`src/rtl/switch_pkg.sv`:
```
// Shared types and default widths for the NoC switch allocator slice.
package switch_pkg;

  typedef enum logic {
    IDLE = 1'b0,
    BUSY = 1'b1
  } alloc_state_t;

  localparam int DEF_NUM_BUFFERS   = 5;
  localparam int DEF_NUM_OUTPORTS  = 5;
  localparam int DEF_NUM_VCS       = 2;
  localparam int DEF_BUFFER_SIZE   = 8;
  localparam int DEF_CREDIT_THRESH = 1;

  localparam int OUTPORT_W = $clog2(DEF_NUM_OUTPORTS);
  localparam int VC_W      = $clog2(DEF_NUM_VCS);
  localparam int BUF_IDX_W = $clog2(DEF_NUM_BUFFERS);
  localparam int CREDIT_W  = $clog2(DEF_BUFFER_SIZE + 1);

endpackage

```
`src/rtl/switch_allocator_if.sv`:
```
// Requester/crossbar-facing bundle of the switch allocator.
interface switch_allocator_if
  import switch_pkg::*;
#(
  parameter int NUM_BUFFERS  = DEF_NUM_BUFFERS,
  parameter int NUM_OUTPORTS = DEF_NUM_OUTPORTS,
  parameter int NUM_VCS      = DEF_NUM_VCS,
  parameter int BUFFER_SIZE  = DEF_BUFFER_SIZE
) ();

  localparam int OW = $clog2(NUM_OUTPORTS);
  localparam int VW = $clog2(NUM_VCS);
  localparam int BW = $clog2(NUM_BUFFERS);
  localparam int CW = $clog2(BUFFER_SIZE + 1);

  // Handshake: req[i] is the valid and is held (with stable outport/VC) until
  // requester i's tail leaves; grant[i] is the response and stays high for the
  // whole packet. It drops the edge after tail_sent[i] or after req[i] falls.
  logic [NUM_BUFFERS-1:0]                       req;
  logic [NUM_BUFFERS-1:0][OW-1:0]               req_outport;
  logic [NUM_BUFFERS-1:0][VW-1:0]               req_vc;
  logic [NUM_BUFFERS-1:0]                       tail_sent;
  logic [NUM_OUTPORTS-1:0][NUM_VCS-1:0][CW-1:0] buffer_availability;
  logic [NUM_BUFFERS-1:0]                       grant;
  logic [NUM_OUTPORTS-1:0][NUM_VCS-1:0]         enable;
  logic [NUM_OUTPORTS-1:0][VW-1:0]              outport_vc;
  logic [NUM_OUTPORTS-1:0][BW-1:0]              outport_sel;
  alloc_state_t                                 state [NUM_OUTPORTS];

  modport master (
    output req, req_outport, req_vc, tail_sent, buffer_availability,
    input  grant, enable, outport_vc, outport_sel, state
  );

  modport slave (
    input  req, req_outport, req_vc, tail_sent, buffer_availability,
    output grant, enable, outport_vc, outport_sel, state
  );

endinterface

```
`src/rtl/switch_rr_arbiter.sv`:
```
// Combinational round-robin pick: first eligible index above ptr, wrapping at N.
module switch_rr_arbiter #(
  parameter int N = 5
) (
  input  logic [N-1:0]         elig,
  input  logic [$clog2(N)-1:0] ptr,
  output logic [N-1:0]         onehot,
  output logic [$clog2(N)-1:0] idx,
  output logic                 valid
);

  localparam int IW = $clog2(N);

  int c;

  // Scan from the farthest candidate to the nearest so the nearest hit wins.
  always_comb begin
    valid = 1'b0;
    idx   = '0;
    c     = 0;
    for (int k = N; k >= 1; k--) begin
      c = (int'(ptr) + k) % N;
      if (elig[IW'(c)]) begin
        valid = 1'b1;
        idx   = IW'(c);
      end
    end
    onehot = valid ? (N'(1) << idx) : '0;
  end

endmodule

```
`src/rtl/switch_allocator.sv`:
```
// Per-outport round-robin wormhole allocator for the chiplet NoC switch.
// Optional credit gating of eligibility: define SWITCH_ALLOC_CREDIT_GATE_EN.
module switch_allocator
  import switch_pkg::*;
#(
  parameter int NUM_BUFFERS   = DEF_NUM_BUFFERS,
  parameter int NUM_OUTPORTS  = DEF_NUM_OUTPORTS,
  parameter int NUM_VCS       = DEF_NUM_VCS,
  parameter int BUFFER_SIZE   = DEF_BUFFER_SIZE,
  parameter int CREDIT_THRESH = DEF_CREDIT_THRESH
) (
  input logic               clk,
  input logic               nrst,
  switch_allocator_if.slave bus
);

  localparam int VW = $clog2(NUM_VCS);
  localparam int BW = $clog2(NUM_BUFFERS);

  alloc_state_t                           state_q [NUM_OUTPORTS];
  alloc_state_t                           state_d [NUM_OUTPORTS];
  logic [NUM_OUTPORTS-1:0][BW-1:0]        owner_q;
  logic [NUM_OUTPORTS-1:0][BW-1:0]        ptr_q;
  logic [NUM_OUTPORTS-1:0][VW-1:0]        vc_q;
  logic [NUM_OUTPORTS-1:0][NUM_VCS-1:0]   enable_q;
  logic [NUM_BUFFERS-1:0]                 grant_q;
  logic [NUM_BUFFERS-1:0]                 grant_d;
  logic [NUM_OUTPORTS-1:0][NUM_BUFFERS-1:0] elig;
  logic [NUM_OUTPORTS-1:0][NUM_BUFFERS-1:0] win_oh;
  logic [NUM_OUTPORTS-1:0][BW-1:0]        win_idx;
  logic [NUM_OUTPORTS-1:0]                win_valid;
  logic [NUM_OUTPORTS-1:0]                release_req;
  logic [NUM_OUTPORTS-1:0]                win;
  logic [NUM_OUTPORTS-1:0]                rel;

`ifndef SWITCH_ALLOC_CREDIT_GATE_EN
  logic unused_credits;
  assign unused_credits = ^bus.buffer_availability;
`endif

  // Already-granted requesters are excluded, so no requester can own two outports.
  always_comb begin
    elig        = '0;
    release_req = '0;
    for (int o = 0; o < NUM_OUTPORTS; o++) begin
      release_req[o] = bus.tail_sent[owner_q[o]] || !bus.req[owner_q[o]];
      for (int i = 0; i < NUM_BUFFERS; i++) begin
        elig[o][i] = bus.req[i] && (int'(bus.req_outport[i]) == o) && !grant_q[i];
`ifdef SWITCH_ALLOC_CREDIT_GATE_EN
        elig[o][i] = elig[o][i] && (int'(bus.req_vc[i]) < NUM_VCS) &&
                     (int'(bus.buffer_availability[o][bus.req_vc[i]]) >= CREDIT_THRESH);
`endif
      end
    end
  end

  for (genvar o = 0; o < NUM_OUTPORTS; o++) begin : g_arb
    switch_rr_arbiter #(.N(NUM_BUFFERS)) u_arb (
      .elig   (elig[o]),
      .ptr    (ptr_q[o]),
      .onehot (win_oh[o]),
      .idx    (win_idx[o]),
      .valid  (win_valid[o])
    );
  end

  always_ff @(posedge clk or negedge nrst) begin
    if (!nrst) begin
      for (int o = 0; o < NUM_OUTPORTS; o++) state_q[o] <= IDLE;
    end else begin
      for (int o = 0; o < NUM_OUTPORTS; o++) state_q[o] <= state_d[o];
    end
  end

  always_comb begin
    for (int o = 0; o < NUM_OUTPORTS; o++) begin
      state_d[o] = state_q[o];
      case (state_q[o])
        IDLE:    if (win_valid[o])   state_d[o] = BUSY;
        BUSY:    if (release_req[o]) state_d[o] = IDLE;
        default: state_d[o] = IDLE;
      endcase
    end
  end

  // Releases are applied before wins; a releasing requester is never a winner this cycle.
  always_comb begin
    win     = '0;
    rel     = '0;
    grant_d = grant_q;
    for (int o = 0; o < NUM_OUTPORTS; o++) begin
      win[o] = (state_q[o] == IDLE) && win_valid[o];
      rel[o] = (state_q[o] == BUSY) && release_req[o];
    end
    for (int o = 0; o < NUM_OUTPORTS; o++) begin
      if (rel[o]) grant_d[owner_q[o]] = 1'b0;
    end
    for (int o = 0; o < NUM_OUTPORTS; o++) begin
      if (win[o]) grant_d = grant_d | win_oh[o];
    end
  end

  always_ff @(posedge clk or negedge nrst) begin
    if (!nrst) begin
      grant_q  <= '0;
      owner_q  <= '0;
      vc_q     <= '0;
      enable_q <= '0;
      for (int o = 0; o < NUM_OUTPORTS; o++) ptr_q[o] <= BW'(NUM_BUFFERS - 1);
    end else begin
      grant_q <= grant_d;
      for (int o = 0; o < NUM_OUTPORTS; o++) begin
        if (win[o]) begin
          owner_q[o]  <= win_idx[o];
          ptr_q[o]    <= win_idx[o];
          vc_q[o]     <= bus.req_vc[win_idx[o]];
          enable_q[o] <= NUM_VCS'(1) << bus.req_vc[win_idx[o]];
        end else if (rel[o]) begin
          enable_q[o] <= '0;
        end
      end
    end
  end

  assign bus.grant       = grant_q;
  assign bus.enable      = enable_q;
  assign bus.outport_vc  = vc_q;
  assign bus.outport_sel = owner_q;
  assign bus.state       = state_q;

endmodule

```
`src/flat_wrapper.sv`:
```
// flat-port wrapper written by rule: the top's interface ports become plain ports
module switch_allocator_flat import switch_pkg::*;
#(
  parameter int NUM_BUFFERS   = DEF_NUM_BUFFERS,
  parameter int NUM_OUTPORTS  = DEF_NUM_OUTPORTS,
  parameter int NUM_VCS       = DEF_NUM_VCS,
  parameter int BUFFER_SIZE   = DEF_BUFFER_SIZE,
  parameter int CREDIT_THRESH = DEF_CREDIT_THRESH
)
  (clk, nrst, bus_req, bus_req_outport, bus_req_vc, bus_tail_sent, bus_buffer_availability, bus_grant, bus_enable, bus_outport_vc, bus_outport_sel, bus_state);
  switch_allocator_if #(.NUM_BUFFERS(NUM_BUFFERS), .NUM_OUTPORTS(NUM_OUTPORTS), .NUM_VCS(NUM_VCS), .BUFFER_SIZE(BUFFER_SIZE)) bus_i ();
  input logic clk;
  input logic nrst;
  input wire logic [$bits(bus_i.req)-1:0] bus_req;
  input wire logic [$bits(bus_i.req_outport)-1:0] bus_req_outport;
  input wire logic [$bits(bus_i.req_vc)-1:0] bus_req_vc;
  input wire logic [$bits(bus_i.tail_sent)-1:0] bus_tail_sent;
  input wire logic [$bits(bus_i.buffer_availability)-1:0] bus_buffer_availability;
  output wire logic [$bits(bus_i.grant)-1:0] bus_grant;
  output wire logic [$bits(bus_i.enable)-1:0] bus_enable;
  output wire logic [$bits(bus_i.outport_vc)-1:0] bus_outport_vc;
  output wire logic [$bits(bus_i.outport_sel)-1:0] bus_outport_sel;
  output wire logic [$bits(bus_i.state)-1:0] bus_state;
  assign bus_i.req = bus_req;
  assign bus_i.req_outport = bus_req_outport;
  assign bus_i.req_vc = bus_req_vc;
  assign bus_i.tail_sent = bus_tail_sent;
  assign bus_i.buffer_availability = bus_buffer_availability;
  assign bus_grant = bus_i.grant;
  assign bus_enable = bus_i.enable;
  assign bus_outport_vc = bus_i.outport_vc;
  assign bus_outport_sel = bus_i.outport_sel;
  assign bus_state = {>>{bus_i.state}};
  switch_allocator #(.NUM_BUFFERS(NUM_BUFFERS), .NUM_OUTPORTS(NUM_OUTPORTS), .NUM_VCS(NUM_VCS), .BUFFER_SIZE(BUFFER_SIZE), .CREDIT_THRESH(CREDIT_THRESH)) u_core (.clk(clk), .nrst(nrst), .bus(bus_i));
endmodule
```
`config.mk`:
```
export PLATFORM = sky130hd
export DESIGN_NAME = switch_allocator_flat
export DESIGN_NICKNAME = d
export VERILOG_FILES = /design/src/rtl/switch_pkg.sv /design/src/rtl/switch_allocator_if.sv /design/src/rtl/switch_rr_arbiter.sv /design/src/rtl/switch_allocator.sv /design/src/flat_wrapper.sv
export SDC_FILE = /design/constraint.sdc
export NUM_CORES = 1
export LEC_CHECK = 0
export CORE_UTILIZATION = 63
export CTS_CLUSTER_DIAMETER = 50
export DETAILED_ROUTE_END_ITERATION = 10
export MAX_ROUTING_LAYER = met4
export PLACE_DENSITY_LB_ADDON = 0.15
export SYNTH_ARGS = -nofsm -noshare
export SYNTH_HDL_FRONTEND = slang
export SYNTH_HIERARCHICAL = 1
export SYNTH_SLANG_ARGS = --single-unit
export TNS_END_PERCENT = 30
```
`constraint.sdc`:
```
create_clock -name clk -period 12.75 [get_ports clk]
set_clock_uncertainty 0.1 [all_clocks]
set_input_delay 1.9125 -clock clk [delete_from_list [all_inputs] [get_ports clk]]
set_output_delay 1.9125 -clock clk [all_outputs]
set_load 0.005 [all_outputs]
```
==> reports/summary.txt, run 1 <==
Fin. max-slew vios: 0
Final Critical Period: 6931 ps
Power per cell area: 296.3 nW/um^2
Worst Path Max Fanout: 19
# setup viols final: 0
CTS tree: built
Top cells by area, synth: ha_1, dfrtp_1, nand2_1
Layout cells sized above 1: 11.09%
Setup bufs post-CTS: 0
Clock transition at the registers of the reported paths: 70 ps
Status: complete, no violations
Post-cts resize count: 0
# fillers: 1783
Ports: 112
RePlAce Congestion: 0.9933
# clock sinks: 45
CTS Buf Count: 5
Setup TNS: 0 ps
Site Rows: 52
Static Leak: 0.005694 uW
Worst path required time: 12850 ps
First-pass GRT wire length: 62.20 mm
MaxCap Viol Count: 0
Arrival time worst endpoint: 7040 ps
Hold WS: 396.0 ps
Final worst path period share: 54.36%
Worst-skew pair later-pin latency: 290 ps
Worst VDD drop: 0.1611 mV
WL per Instance: 19.16 um
Sequential fraction of the synthesis area: 8.467%
Vias: 13.96k
Initial antenna violation count: 0
CP Capture Type: register
RSZ-0062 raised after global routing: false
Clk buf depth: 2
Post-Synthesis Cells: 1741
EDFF count, synth: 0
Main synth FF type: dfrtp_1
Synth warn: 6
Residual DRC count: 0
#FFs+latches synth: 45
Synth Net Count: 1946
Unique masters post-synth: 111
Vias in the first global route: 12.73k
Antenna viol nets, final: 0
Pin count of the biggest net entering global routing: 50
Root Driver: clkbuf_16
Synth top area share: 12.35%
Initial Util: 65.25%
Diodes inserted: 0
GRT Util Overall: 35.32%
Fmax achieved: 144.3 MHz
Number of iterations in the first detailed-routing pass: 5
Final Hold Viols: 0
Iter 0 DRT Violations: 1132
IO buf count: 71
Post-synthesis async set-or-reset flop share: 100.0%
Yosys top cell by area: ha_1
CP Launch Type: register
Vias per inst: 6.944
Synth cell count leaders: nand2_1, ha_1, nor2_1
Crit Path Category: register to register
H-tree Lvls: 2
Final #Nets: 1944
DIE AREA: 21810 um^2
Core Area: 20490 um^2
DP Wirelength: 29.46 mm
Grt ovf: 0
Wirelength, routed: 38.52 mm
Worst slew pin tran: 1259 ps
Dominant cell by count in the synthesized netlist: nand2_1
Syn_area_per_cell: 7.681 um^2
Height of the die: 147.7 um
Chip Width: 147.7 um
Area growth, synth to finish: 6.306%
Min-Delay Path Class: register to register
Max-slew headroom: 15.89%
Hold_buf cts: 0
Mapped cell area: 13370 um^2
-- final timing paths --
kind	to	cells past startpoint	slack (ps)	start
hold reg to reg	u_core/bus.outport_vc[3]	1	400	u_core/bus.outport_vc[3]
max in group asynchronous	u_core/bus.outport_sel[12]	1	10150	nrst
min in group asynchronous	u_core/bus.enable[0]	1	1690	nrst
setup / recovery	u_core/bus.enable[8]	22	5820	u_core/bus.outport_sel[13]
hold / removal	u_core/bus.outport_vc[3]	1	400	u_core/bus.outport_vc[3]
setup reg to reg	u_core/bus.enable[8]	22	5820	u_core/bus.outport_sel[13]
-- stage by stage --
stage	setup slack (ps)	cells	utilization, %	cell area (um^2)	power (uW)
after global placement	5936	2002	68.63	14070	3883
after global routing	5421	2010	69.37	14220	4569
after detailed placement	5784	2002	68.63	14070	3975
after CTS	5971	2010	69.37	14220	4133
final	5819	2010	69.37	14220	4212
after floorplan	6415	1741	-	13370	3221
-- sequential cells by signal, summed over array words and instances, names as in the netlist --
name,count
u_core/ptr_q,5
u_core/bus.state,5
u_core/bus.outport_sel,15
u_core/bus.enable,10
u_core/bus.grant,5
u_core/bus.outport_vc,5
-- routing by layer --
metal	global-route usage, %	wire length [um]	part of all wire, %
met1	45.89	16700	43
met5	-	0	0
met3	2.901	2950	7.7
met2	58.09	17890	46
met4	11.24	973	2.5
-- cell families after synthesis --
kind of cell | count (synthesis) | share of synthesized area (%)
AOI/OAI and AO/OA | 523 | 30.99
xor gates and xnor gates | 37 | 2.760
and+or+nand+nor | 684 | 27.83
DFF | 45 | 8.467
adders and majority gates | 133 | 12.50
buffers and inverters | 207 | 6.484
muxes | 112 | 10.97
-- area by class of cell --
cell class / count / area, um^2 / share of cell area (%)
flip-flops and latches: 45 / 1135 / 7.983
multi-input cells: 1489 / 11370 / 80.00
clock buffers: 7 / 142.6 / 1.003
well taps: 270 / 337.8 / 2.376
inverters: 117 / 439.2 / 3.089
clock inverters: 1 / 7.507 / 0.05281
repair buffers: 81 / 780.7 / 5.492
-- where the power goes --
| part | internal [uW] | total (uW) | switching, uW |
|---|---|---|---|
| Combinational | 1540 | 3760 | 2220 |
| Sequential | 215 | 322 | 107 |
| Clock | 78.2 | 134 | 56.2 |
-- cell usage in the layout (no fill, tap or decap), types with 17 or more instances in the layout --
cell / instances
nand2b_1: 55
a211oi_1: 30
and2_1: 33
o2111ai_1: 17
nor2b_1: 28
ha_1: 132
dfrtp_1: 38
nand3_1: 44
nor3b_1: 25
mux4_2: 24
mux2_2: 25
a21oi_1: 74
nand4_1: 22
xnor2_1: 30
nand2_1: 206
nor3_1: 27
a31oi_1: 20
nor2_1: 101
inv_1: 97
o21ai_0: 70
a21o_1: 17
clkdlybuf4s50_1: 70
or2_2: 19
mux2i_1: 58
o211ai_1: 36
-- worst max-delay path: stages (launching register included) --
cell       delay (ps)
dfrtp_1           660
inv_1             350
ha_1              770
inv_1             260
ha_1              310
or3b_2            440
o22ai_1           210
or2_1             240
ha_1              230
nand2b_1           90
o2111ai_1         150
and3_1            390
mux2i_1           350
a31oi_1           160
o211a_1           320
or4_4             510
a32oi_4           430
mux2i_1           240
nor2_1             50
nand2_1            90
o21ai_0           110
nand3_1           190
a21boi_0          190
(Power assumes the default switching activity.)
==> inputs of run 2 (changes only) <==
--- a/config.mk
+++ b/config.mk
@@ -5,7 +5,7 @@
 export SDC_FILE = /design/constraint.sdc
 export NUM_CORES = 1
 export LEC_CHECK = 0
-export CORE_UTILIZATION = 63
+export CORE_UTILIZATION = 56
 export CTS_CLUSTER_DIAMETER = 50
 export DETAILED_ROUTE_END_ITERATION = 10
 export MAX_ROUTING_LAYER = met4
==> constraint.sdc (replaced) <==
create_clock -name clk -period 6.2 [get_ports clk]
set_clock_uncertainty 0.1 [all_clocks]
set_input_delay 0.93 -clock clk [delete_from_list [all_inputs] [get_ports clk]]
set_output_delay 0.93 -clock clk [all_outputs]
set_load 0.005 [all_outputs]
==> run 2 against run 1 <==
Cell count grew 3.9%. Critical endpoint is now u_core/bus.grant[0]. Setup slack lost 5500 ps. Hold slack lost 19 ps. First-iteration DRC count grew 5.2%. Die area grew 12%. Critical path depth shrank 1. Sequential share of layout area shrank 0.17 points. Combinational power grew 110%.
==> reports/summary.txt, run 2 (same netlist as run 1, synthesis figures left out) <==
Clk buf depth: 2
Final Critical Period: 5882 ps
WL per Instance: 19.06 um
Max-slew headroom: 39.11%
DP Cell Count: 2080
Hold_buf cts: 0
Crit Path Category: register to register
GRT Util Overall: 32.76%
Antenna viol nets, final: 0
Hold WS: 377.2 ps
Height of the die: 156.5 um
PnR Total Power: 8780 uW
Worst path required time: 6260 ps
Fmax achieved: 170.0 MHz
Final Hold Viols: 0
MaxCap Viol Count: 0
Ports: 112
Vias: 13.89k
Final #Nets: 1973
First-pass GRT wire length: 63.71 mm
Crit path largest cell delay: 530 ps
Wirelength, routed: 39.81 mm
Core Area: 23470 um^2
Crit-path slowest cell: or4_4
# setup viols final: 0
Fin cells: 2088
Vias per inst: 6.651
Post-Place Cell Area: 14340 um^2
Site Rows: 56
Pin count of the biggest net entering global routing: 49
Iter 0 DRT Violations: 1191
IO buf count: 71
Number of iterations in the first detailed-routing pass: 7
Worst slew pin tran: 901.9 ps
Worst Path Max Fanout: 9
Leading cell type in the layout, fill and taps excluded: nand2_1
Area growth, synth to finish: 8.468%
Static Leak: 0.005847 uW
Chip Width: 156.5 um
Clock transition at the registers of the reported paths: 70 ps
H-tree Lvls: 2
Initial antenna violation count: 0
Residual DRC count: 0
Arrival time worst endpoint: 5940 ps
Initial Util: 56.97%
Worst VDD drop: 0.2776 mV
CP Launch Type: register
# fillers: 2140
Root Driver: clkbuf_16
Worst path top cell family by delay: simple AND/OR/NAND/NOR gates
Cell mode on critical path: ha_1
DIE AREA: 24500 um^2
DP Wirelength: 30.53 mm
Power per cell area: 605.3 nW/um^2
Max reg flops: 15
CTS tree: built
Layout cells sized above 1: 12.78%
Final worst path period share: 94.86%
Worst path buffer plus inverter count: 2
# clock sinks: 45
Diodes inserted: 0
Status: complete, no violations
Vias in the first global route: 12.66k
Design area: 14510 um^2
Critical Path, Cell by Cell: inv_1 > ha_2 > xnor2_2 > inv_2 > ha_1 > or3b_2 > o22ai_1 > or2_1 > ha_1 > nand2b_1 > o2111ai_1 > and3_2 > mux2i_2 > a31oi_1 > o211a_1 > or4_4 > a32oi_4 > a2111oi_1 > a222oi_1 > and3_1 > o31ai_2
Setup bufs post-CTS: 0
Most frequent cells in the layout: nand2_1, ha_1, nor2_1, inv_1, a21oi_1
RePlAce Congestion: 0.9901
Worst-skew pair later-pin latency: 290 ps
CTS Buf Count: 5
CP Capture Type: register
Min-Delay Path Class: register to register
Fin. max-slew vios: 0
Grt ovf: 0
==> run 2: final cells by class <==
| cell class | count | area [um^2] | share of cell area, % |
|---|---|---|---|
| clock inverters | 3 | 21.27 | 0.1466 |
| repair buffers | 110 | 998.5 | 6.883 |
| flip-flops and latches | 45 | 1134 | 7.815 |
| clock buffers | 5 | 125.1 | 0.8626 |
| inverters | 117 | 439.2 | 3.028 |
| well taps | 319 | 399.1 | 2.752 |
| multi-input cells | 1489 | 11390 | 78.51 |
==> run 2: worst paths after layout <==
kind / slack (ps) / startpoint / end / depth (start not counted)
max: 320 / u_core/bus.outport_sel[12] / u_core/bus.grant[0] / 21
min: 380 / u_core/bus.outport_vc[3] / u_core/bus.outport_vc[3] / 1
max reg2reg: 320 / u_core/bus.outport_sel[12] / u_core/bus.grant[0] / 21
min reg2reg: 380 / u_core/bus.outport_vc[3] / u_core/bus.outport_vc[3] / 1
max in group asynchronous: 4930 / nrst / u_core/bus.outport_sel[12] / 2
min in group asynchronous: 630 / nrst / u_core/bus.outport_sel[11] / 2
==> run 2: repair_timing <==
action / CTS / global route
hold endpoints to repair: 0 / 0
setup endpoints to repair: 0 / 8
gates resized for setup: 0 / 4
==> run 2: worst register-to-register path: stages, from the launching register on <==
cell,delay [ps]
dfrtp_2,430
inv_1,150
ha_2,290
xnor2_2,170
inv_2,120
ha_1,230
or3b_2,440
o22ai_1,180
or2_1,250
ha_1,230
nand2b_1,90
o2111ai_1,150
and3_2,340
mux2i_2,340
a31oi_1,160
o211a_1,330
or4_4,530
a32oi_4,400
a2111oi_1,110
a222oi_1,420
and3_1,220
o31ai_2,60
==> run 2: metrics by stage <==
step	utilization (%)	TNS, ps	setup slack, ps
after floorplan	-	0	16.92
after CTS	61.73	0	240.6
after detailed placement	61.11	0	267.0
after global routing	61.80	-21.10	-16.29
final	61.80	0	318.4
after global placement	61.11	0	469.4
==> run 2: power breakdown <==
| part | total (uW) | switching, uW | internal, uW | leakage (uW) |
|---|---|---|---|---|
| sequential | 608 | 165 | 443 | 0.000553 |
| clock | 275 | 125 | 150 | 0.0000702 |
| combinational | 7900 | 4650 | 3240 | 0.00522 |
| total | 8780 | 4940 | 3840 | 0.00585 |
==> run 2: per-layer routing <==
layer  GRT usage [%]  vias up  share of wire (%)
li1                -     6648                  -
met3           2.299       57                6.4
met2           54.15      506                 47
met4           9.477        0                2.0
met1           42.87     6676                 45
met5               -        -                  0
==> inputs of run 3 (changes only) <==
--- a/config.mk
+++ b/config.mk
@@ -5,7 +5,8 @@
 export SDC_FILE = /design/constraint.sdc
 export NUM_CORES = 1
 export LEC_CHECK = 0
-export CORE_UTILIZATION = 56
+export ABC_AREA = 1
+export CORE_UTILIZATION = 55
 export CTS_CLUSTER_DIAMETER = 50
 export DETAILED_ROUTE_END_ITERATION = 10
 export MAX_ROUTING_LAYER = met4
==> run 3 against run 2 <==
Maximum frequency grew 18%. Sequential share of layout area grew 1.4 points. Wire length shrank 24%. Critical path depth grew 6. First-iteration DRC count shrank 22%. Cell count grew 9.6%. Die area shrank 14%. Via count shrank 11%. Sequential cell count is the same. Synthesized cell count grew 13%. Design area shrank 15%. Global-route usage shrank 2.4 points.
==> reports/summary.txt, run 3 <==
R2r endpoint: u_core/bus.grant[3]
Worst path depth: 27
Residual DRC count: 0
Initial antenna violation count: 0
Post-synthesis async set-or-reset flop share: 100.0%
Most frequent cells in the layout: nand2_1, inv_1, nand3_1, ha_1, nor2_1
Synth Area in XOR/XNOR: 2.533%
Height of the die: 144.8 um
Synth Net Count: 2178
Final Critical Period: 4976 ps
Synth top area share: 20.82%
Iter 0 DRT Violations: 924
Setup TNS: 0 ps
Crit path largest cell delay: 540 ps
RR Startpoint: u_core/bus.outport_sel[4]
CTS Buf Count: 5
Worst slew pin tran: 1065 ps
Core Area: 19720 um^2
Fmax achieved: 201.0 MHz
Worst path required time: 6270 ps
Synth Area in Adders: 14.91%
Max reg flops: 15
GRT Util Overall: 30.37%
Grt ovf: 0
Arrival time worst endpoint: 5050 ps
Top cells by area, synth: nand2_1, ha_1, nand3_1
WL per Instance: 13.26 um
CP Launch Type: register
Main combinational cell family by area after synthesis: simple AND/OR/NAND/NOR gates
Synth Area in Compound Gates: 9.182%
Final worst path period share: 80.25%
IO buf count: 71
DIE AREA: 20970 um^2
Post-cts resize count: 0
# clock sinks: 45
Clk buf depth: 2
#FFs+latches synth: 45
Vias: 12.35k
Synth cell count leaders: nand2_1, inv_1, nand3_1
Setup bufs post-CTS: 0
Crit-path slowest cell: ha_1
# setup viols final: 0
First-pass GRT wire length: 50.14 mm
DP Wirelength: 24.70 mm
RSZ-0062 raised after global routing: false
Pin count of the biggest net entering global routing: 46
Post-synthesis mux area share: 0%
Final #Nets: 2228
CTS tree: built
Syn_area_per_cell: 5.684 um^2
Fin. max-slew vios: 0
Reg2Reg Setup Slack: 1220 ps
Layout cells sized above 1: 10.62%
CP Capture Type: register
MaxCap Viol Count: 0
Worst reg2reg path depth: 27
Vias in the first global route: 10.70k
Sequential fraction of the synthesis area: 10.10%
Dominant cell by count in the synthesized netlist: nand2_1
Yosys top cell by area: nand2_1
Cell mode on critical path: nand2_1
CP endpoint: u_core/bus.grant[3]
Status: complete, no violations
Mapped cell area: 11210 um^2
Min-Delay Path Class: register to register
Area growth, synth to finish: 9.305%
Synth warn: 6
Main synth FF type: dfrtp_1
EDFF count, synth: 0
Chip Width: 144.8 um
Site Rows: 51
Leading cell type in the layout, fill and taps excluded: nand2_1
Worst-skew pair later-pin latency: 290 ps
Post-Synthesis Cells: 1973
RePlAce Congestion: 0.9665
Wirelength, routed: 30.34 mm
Initial Util: 56.88%
Ports: 112
Root Driver: clkbuf_16
Max-slew headroom: 29.01%
Hold_buf cts: 0
H-tree Lvls: 2
Synth Area in Simple Gates: 50.72%
Final Hold Viols: 0
Critical path startpoint: u_core/bus.outport_sel[4]
Diodes inserted: 0
Clock transition at the registers of the reported paths: 70 ps
Number of iterations in the first detailed-routing pass: 7
Crit Path Category: register to register
Worst Path Max Fanout: 12
Worst path top cell family by delay: simple AND/OR/NAND/NOR gates
Antenna viol nets, final: 0
Worst path buffer plus inverter count: 5
Unique masters post-synth: 45
Vias per inst: 5.396
[run 3: cell count changes in the layout (fill, tap and decap cells not counted), moves of 30 or more]
cell and delta:
nand2_2 +87, a211oi_1 -30, nand3_1 +207, nand2b_1 -55
mux2i_1 -57, and2_1 -33, inv_1 +190, nand2_1 +416
a21oi_1 -32
[run 3: cells by family after synthesis]
kind of cell,after synthesis
compound gates,175
flops,45
xor+xnor,29
simple gates,1233
buf+inv,358
fa+ha+maj,133
[run 3: final cells by class]
class                      instances  area, um^2
timing repair buffer              81       780.7
clock buffer                       6       128.9
inverter                         320        1201
fill                            1926        7460
tap                              265       331.6
clock inverter                     2       10.01
sequential                        45        1132
multi-input combinational       1570        8673
[run 3: through the flow]
step | cell area (um^2) | worst slack, ps | hold WS (ps) | instances | utilization, %
2_1_floorplan | 11210 | 1400 | 372.7 | 1973 | -
3_3_place_gp | 12120 | 1441 | 371.7 | 2281 | 61.46
3_5_place_dp | 12120 | 1384 | 371.7 | 2281 | 61.46
4_1_cts | 12260 | 1335 | 394.8 | 2289 | 62.17
5_1_grt | 12260 | 743.7 | 437.3 | 2289 | 62.17
6_report | 12260 | 1224 | 385.6 | 2289 | 62.17
[run 3: how the worst min path moves through the flow]
stage                                        start                       end  cells after the start
after floorplan           u_core/bus.outport_vc[1]  u_core/bus.outport_vc[1]                      2
after global placement    u_core/bus.outport_vc[1]  u_core/bus.outport_vc[1]                      2
after detailed placement  u_core/bus.outport_vc[3]  u_core/bus.outport_vc[3]                      2
after CTS                 u_core/bus.outport_vc[3]  u_core/bus.outport_vc[3]                      2
after global routing      u_core/bus.outport_vc[3]  u_core/bus.outport_vc[3]                      2
final                     u_core/bus.outport_vc[1]  u_core/bus.outport_vc[1]                      2
[run 3: layer usage]
metal  GRT usage, %  up-vias  wire, um
met3          2.238       31      1947
met4          6.316        0       400
met5              -        -         0
met2          48.94      379     13610
li1               -     6391         -
met1          41.60     5550     14390
[run 3: worst min-delay path: cells and delay by family (launching register included)]
kind / cells / cell delay, ps
DFF: 1 / 340
and+or+nand+nor: 2 / 110
Power of run 3 is left out: the tool's default activity adds up to more than one toggle a clock period on the data nets, which glitch-free logic cannot reach.
